File: src/rtl/game_pkg.sv
// Shared game types: round status, judge FSM states, grid geometry and bomb-tile codes.
package game_pkg;

    typedef enum logic [1:0] {
        NOT_OVER  = 2'd0,
        GAME_OVER = 2'd1,
        P1_WIN    = 2'd2,
        P2_WIN    = 2'd3
    } game_status_t;

    typedef enum logic [1:0] {
        ST_PLAY,
        ST_END_HOLD,
        ST_OVER
    } judge_state_t;

    localparam int GRID_TILES = 256;
    localparam int GRID_W     = 16;

    // Per-tile contents as tracked by the bomb stage
    typedef enum logic [1:0] {
        TILE_EMPTY = 2'd0,
        TILE_WALL  = 2'd1,
        TILE_BRICK = 2'd2,
        TILE_BOMB  = 2'd3
    } tile_t;

    function automatic logic [7:0] tile_idx(input logic [3:0] row, input logic [3:0] col);
        return {row, col};
    endfunction

endpackage

File: src/rtl/player_life.sv
// One player's life count, post-hit invulnerability timer and hit pulse.
module player_life
    import game_pkg::*;
#(
    parameter int LIVES_INIT    = 3,
    parameter int INVULN_FRAMES = 60
) (
    input  logic       clk,
    input  logic       reset,
    input  logic       restart,
    input  logic       enable,
    input  logic       burning,
    output logic [1:0] lives,
    output logic       invuln,
    output logic       hit
);

    logic [5:0] inv_cnt;
    logic       take;

    assign take   = enable & burning & (inv_cnt == 6'd0);
    assign invuln = (inv_cnt != 6'd0);

    always_ff @(posedge clk) begin
        if (reset || restart) begin
            lives   <= 2'(LIVES_INIT);
            inv_cnt <= 6'd0;
            hit     <= 1'b0;
        end else begin
            hit <= take;
            if (take) begin
                inv_cnt <= 6'(INVULN_FRAMES);
                if (lives != 2'd0)
                    lives <= lives - 2'd1;
            end else if (inv_cnt != 6'd0) begin
                // timer keeps running in every state so it drains during the end hold too
                inv_cnt <= inv_cnt - 6'd1;
            end
        end
    end

endmodule

File: src/rtl/hit_judge.sv
// Blast hit detection for both players, round decision FSM and end-of-round hold.
module hit_judge
    import game_pkg::*;
#(
    parameter int LIVES_INIT    = 3,
    parameter int INVULN_FRAMES = 60,
    parameter int END_HOLD      = 90
) (
    input  logic                  clk,
    input  logic                  reset,
    input  logic                  start,
    input  logic [GRID_TILES-1:0] explode,
    input  logic [7:0]            p1_cor,
    input  logic [7:0]            p2_cor,
    output logic [1:0]            p1_lives,
    output logic [1:0]            p2_lives,
    output logic                  p1_invuln,
    output logic                  p2_invuln,
    output logic                  p1_hit,
    output logic                  p2_hit,
    output logic [1:0]            game_status,
    output logic                  freeze,
    output logic                  round_done
);

    localparam logic [6:0] END_LAST = 7'(END_HOLD - 1);

    judge_state_t state;
    game_status_t status;
    logic [6:0]   end_cnt;
    logic         play_en;
    logic         p1_burn, p2_burn;
    logic         p1_dead, p2_dead;

    assign play_en = (state == ST_PLAY) & ~start;
    assign p1_burn = explode[p1_cor];
    assign p2_burn = explode[p2_cor];

    player_life #(.LIVES_INIT(LIVES_INIT), .INVULN_FRAMES(INVULN_FRAMES)) u_p1 (
        .clk     (clk),
        .reset   (reset),
        .restart (start),
        .enable  (play_en),
        .burning (p1_burn),
        .lives   (p1_lives),
        .invuln  (p1_invuln),
        .hit     (p1_hit)
    );

    player_life #(.LIVES_INIT(LIVES_INIT), .INVULN_FRAMES(INVULN_FRAMES)) u_p2 (
        .clk     (clk),
        .reset   (reset),
        .restart (start),
        .enable  (play_en),
        .burning (p2_burn),
        .lives   (p2_lives),
        .invuln  (p2_invuln),
        .hit     (p2_hit)
    );

    // Decide on the lives value the players will hold after this edge
    assign p1_dead = (p1_lives == 2'd0) | (p1_burn & ~p1_invuln & (p1_lives == 2'd1));
    assign p2_dead = (p2_lives == 2'd0) | (p2_burn & ~p2_invuln & (p2_lives == 2'd1));

    always_ff @(posedge clk) begin
        if (reset || start) begin
            state      <= ST_PLAY;
            status     <= NOT_OVER;
            end_cnt    <= 7'd0;
            freeze     <= 1'b0;
            round_done <= 1'b0;
        end else begin
            round_done <= 1'b0;
            case (state)
                ST_PLAY: begin
                    if (p1_dead || p2_dead) begin
                        state   <= ST_END_HOLD;
                        freeze  <= 1'b1;
                        end_cnt <= 7'd0;
                        if (p1_dead && p2_dead) status <= GAME_OVER;
                        else if (p1_dead)       status <= P2_WIN;
                        else                    status <= P1_WIN;
                    end
                end
                ST_END_HOLD: begin
                    if (end_cnt == END_LAST) begin
                        state      <= ST_OVER;
                        round_done <= 1'b1;
                    end else begin
                        end_cnt <= end_cnt + 7'd1;
                    end
                end
                ST_OVER: freeze <= 1'b1;
                default: begin
                    state  <= ST_PLAY;
                    freeze <= 1'b0;
                end
            endcase
        end
    end

    assign game_status = status;

endmodule
File: config.mk
export PLATFORM = sky130hd
export DESIGN_NAME = hit_judge
export DESIGN_NICKNAME = d
export VERILOG_FILES = /design/src/rtl/game_pkg.sv /design/src/rtl/player_life.sv /design/src/rtl/hit_judge.sv
export SDC_FILE = /design/constraint.sdc
export NUM_CORES = 1
export LEC_CHECK = 0
export CAP_MARGIN = 25
export CORE_ASPECT_RATIO = 0.8
export CORE_MARGIN = 3
export CORE_UTILIZATION = 43
export DETAILED_ROUTE_END_ITERATION = 8
export GPL_TIMING_DRIVEN = 0
export PLACE_DENSITY_LB_ADDON = 0.12
export SYNTH_ARGS = -nofsm -noshare
export SYNTH_HDL_FRONTEND = slang
export SYNTH_SLANG_ARGS = --single-unit
export TNS_END_PERCENT = 1
File: constraint.sdc
create_clock -name clk -period 3.6 [get_ports clk]
set_clock_uncertainty 0.15 [all_clocks]
set_input_delay 0.54 -clock clk [delete_from_list [all_inputs] [get_ports clk]]
set_output_delay 0.54 -clock clk [all_outputs]
set_load 0.05 [all_outputs]
==> summary by stage <==
Pwr
The peak ir drop on the vdd network is 0.3924 mV. The ratio of total power to cell area is between 200 and 300 nW/um^2. Total power for the finished layout comes to ~2500 uW. The analysis attributes to cell leakage a power of between 0.003 and 0.004 uW.

Drt
In the final routed layout, each cell accounts on average for about 28 microns. After detailed routing, the number of remaining DRC violations is 0. The count of routing violations after the opening detailed-route iteration is ~850.

The top routing layer in use is met4. The per-cell via count in the routed design is between 6 and 7. The amount of wire on met3 after detailed routing is approximately 4300 microns. The total routed wire length on the met1 layer is 10,390 microns. Before antenna repair, the detailed router went through 6 iterations.

The routed length on met2 is between 10,000 and 15,000 microns. The number of nets with antenna violations after detailed routing is 0. The total vias in the final route is 7,348. The post-detailed-routing wire length is 29,670 microns.

Global route
Entering global routing, the biggest net connects 11 pins. The wire length of the first global-routing pass is 44,290 microns. The number of global-route vias before repair is 7,786. The total grt overflow is 0. For this run, the total global-route usage over all layers was measured as 0.3728. The number of antenna violations at the first check in global routing is 0.

Clock network
The cell at the root of the clock tree is sky130_fd_sc_hd__clkbuf_16. The maximum buffer depth of the clock tree is 2. The clock-pin slew on the worst setup and hold paths is around 50 ps.

The clock tree synthesis step divided the H-tree into 2 levels. In this run, post-CTS hold repair placed 0 buffers. Clock tree synthesis found a total of 31 sinks. The clock tree from TritonCTS is built.

The number of buffers added by the clock tree synthesis step is 5. Clock latency on the worst-skew pair, taken at its later pin, is 280 ps.

Layout
The share of final-layout standard cells stronger than drive strength 1 is 0.2226. The antenna cell count is 0. Summing all non-filler instances in the final layout gives an area of 9412 sq um. The utilization of the core after routing is 0.7108.

From synthesis to final layout, the design area changed by 56.48%. The net count of the finished layout is 1,158.

Worst setup path
The endpoint class of the critical path is a register. The worst setup path is launched from a primary input. The worst-case register-to-register setup slack is 830 ps. Of all nets on the critical path, the largest fanout is 10. The setup path with the least slack is of type in2reg. The critical path data required time is 3610 ps. At the worst endpoint, the arrival time is between 3000 and 4000 ps.

Place
Port buffering added 280 buffers. The instance area at placement is around 9000 sq um. OpenSTA, run right after detailed placement, puts the worst setup slack at -979.3 ps. Once detailed placement completed, the half-perimeter wirelength came to between 20,000 and 25,000 microns.

The final weighted congestion in routability-driven placement is 0.9873.

STA
Setup slack on the critical path of the routed design comes to -64.14 ps. The pin slew with the least headroom to its limit is 833.0 ps. Setup repair after global routing could not meet its margin everywhere. The relative max-transition margin is 0.4446. The post-route worst hold slack is 355.5 ps. Dividing the final minimum period by the clock period gives 1.018.

The count of final hold-check violations is 0. Based on the critical path, the design can be clocked at up to 272.9 MHz. Subtracting the final worst setup slack from the clock period gives 3664 ps. The final-report max-slew violation count came to 0.

Setup violations remaining at the end of the flow were counted as 1.

Synthesis
The most instantiated flip-flop cell in the synthesis netlist is sky130_fd_sc_hd__dfxtp_1. Of the total synthesized cell area, the portion taken by AND, OR, NAND and NOR gates is 0.1554. After synthesis, the most frequently instantiated cells are sky130_fd_sc_hd__mux4_2, sky130_fd_sc_hd__nand2_1, sky130_fd_sc_hd__mux2i_1, sky130_fd_sc_hd__nor2_1, sky130_fd_sc_hd__dfxtp_1. The share of the Yosys chip area taken by registers is 0.1032. The area fraction in compound gates after synthesis came to 0.1506. In this run the mean area of a mapped cell was 10.25 sq um. The most frequently used cell type in the post-synthesis netlist is sky130_fd_sc_hd__mux4_2. The XOR/XNOR share of the synthesized area is 0.004369. Of all cell types, the one taking the most synthesized area is sky130_fd_sc_hd__mux4_2. Summing every instance area after synthesis gives ~6000 sq um. The fraction of synthesized area in multiplexers is 0.5076.

For this run, the number of Yosys warnings is 0. The netlist uses 61 different library cells. Sorting the synthesized cells by area gives the leading types as sky130_fd_sc_hd__mux4_2, sky130_fd_sc_hd__dfxtp_1, sky130_fd_sc_hd__mux2i_1. Of the total synthesized cell area, the portion taken by full adders, half adders and majority gates is 0.01664. Of the post-synthesis cell area, the dominant cell type holds 0.4419. In the synthesized netlist, the number of instances is 587. After synthesis the netlist holds a flip-flop and latch count of 31. The number of nets in the synthesized netlist is 870. The largest family of logic cells by synthesized area is multiplexers. Of all flip-flops after synthesis, the portion carrying an async set or reset was 0.

In this run, synthesis inferred 0 flip-flops with an integrated enable.

Floorplan
Pin placement for this block handled 287 I/O pins. The die is around 140 microns wide. The area of the core is about 13,000 sq um. The die covers 15,450 sq um.

In this run the core area contains 37 standard-cell rows. The initial utilization of the core area, before any placement, comes to 0.4543. The y dimension of the die is 111.8 microns.

Outcome
The checks that failed: negative setup slack. The flow ran to the end, but the final reports show violations.

Run
Max-cap violations in this run came to 0.

Hold path
The class of the worst hold path is reg2reg.
[logic make-up (layout without fill, tap and decap cells)]
logic type | after synthesis | count (layout)
and+or+nand+nor | 180 | 180
adders and majority gates | 8 | 8
AOI/OAI and AO/OA | 130 | 130
muxes | 157 | 157
DFF | 31 | 31
buffers and inverters | 78 | 367
xor gates and xnor gates | 3 | 3
[state kept, by name (all words and copies together), names as in the netlist, 2 cells and up]
| register | count |
|---|---|
| end_cnt | 7 |
| u_p2.inv_cnt | 6 |
| state | 2 |
| u_p2.lives | 2 |
| u_p1.inv_cnt | 6 |
| u_p1.lives | 2 |
| game_status | 2 |
[power by group]
part           switching, uW  total [uW]  internal (uW)
Clock                    150         494            343
Combinational            762        1540            778
Sequential              43.6         435            392
[timing repair]
item / 4_1_cts / 5_1_grt
gates resized for setup: 34 / 33
endpoints found under the hold margin: 0 / 0
pin swaps: 1 / 3
setup endpoints to repair: 22 / 22
setup buffers: 1 / 2
[layout make-up]
cell class              count  area [sq um]
clock inverters             2         35.03
well taps                 175         219.0
fillers                   991          3829
clock buffers               6         138.9
repair buffers            283          2821
flip-flops and latches     31         620.6
multi-input cells         478          5120
inverters                  24         90.09
plain buffers              52         366.6
[worst max-delay path, cell delays in order]
cell and delay (ps):
sky130_fd_sc_hd__buf_2 200, sky130_fd_sc_hd__buf_1 660, sky130_fd_sc_hd__mux4_2 430, sky130_fd_sc_hd__o22ai_1 320
sky130_fd_sc_hd__nor4_1 100, sky130_fd_sc_hd__o21a_1 230, sky130_fd_sc_hd__o21ai_2 210, sky130_fd_sc_hd__o31ai_4 110
sky130_fd_sc_hd__or3_1 370, sky130_fd_sc_hd__buf_2 200, sky130_fd_sc_hd__o311a_1 300
[routing by layer]
layer,vias to the layer above,global-route usage
met5,-,0
li1,3004,-
met3,96,0.1576
met2,683,0.6079
met1,3565,0.4419
met4,0,0.1402
[worst paths after layout]
path                                start                            to  cells past startpoint
max                             p1_cor[1]           freeze$_SDFFE_PP0P_                     11
min          u_p1.inv_cnt[0]$_SDFFE_PP0N_  u_p1.inv_cnt[0]$_SDFFE_PP0N_                      1
max reg2reg  u_p1.inv_cnt[0]$_SDFFE_PP0N_    u_p1.lives[1]$_SDFFE_PP1P_                      8
min reg2reg  u_p1.inv_cnt[0]$_SDFFE_PP0N_  u_p1.inv_cnt[0]$_SDFFE_PP0N_                      1
[stage by stage]
step | instances | TNS (ps)
global route | 1051 | -78.11
detailed placement | 1042 | -17440
floorplan | 587 | 0
CTS | 1050 | -214.1
global placement | 1042 | -15700
finish | 1051 | -64.14
[placed cells by master (no fill, tap or decap), types with 7 or more instances in the layout]
master and count:
sky130_fd_sc_hd__nor3_1 14, sky130_fd_sc_hd__mux4_2 118, sky130_fd_sc_hd__dfxtp_1 31, sky130_fd_sc_hd__clkdlybuf4s50_1 277, sky130_fd_sc_hd__buf_2 8, sky130_fd_sc_hd__o21ai_0 18, sky130_fd_sc_hd__nand3_1 19, sky130_fd_sc_hd__clkbuf_2 7
sky130_fd_sc_hd__a21oi_1 24, sky130_fd_sc_hd__nand3b_1 9, sky130_fd_sc_hd__nand2_1 42, sky130_fd_sc_hd__a221oi_1 7, sky130_fd_sc_hd__clkbuf_1 11, sky130_fd_sc_hd__a22oi_1 21, sky130_fd_sc_hd__buf_4 10, sky130_fd_sc_hd__nor2b_1 10
sky130_fd_sc_hd__o22ai_1 7, sky130_fd_sc_hd__clkbuf_4 7, sky130_fd_sc_hd__mux2i_1 35, sky130_fd_sc_hd__a31oi_1 10, sky130_fd_sc_hd__inv_1 23, sky130_fd_sc_hd__ha_1 8, sky130_fd_sc_hd__nor2_1 31, sky130_fd_sc_hd__nand2b_1 13
Note: power is estimated with default switching activity, not from simulation.
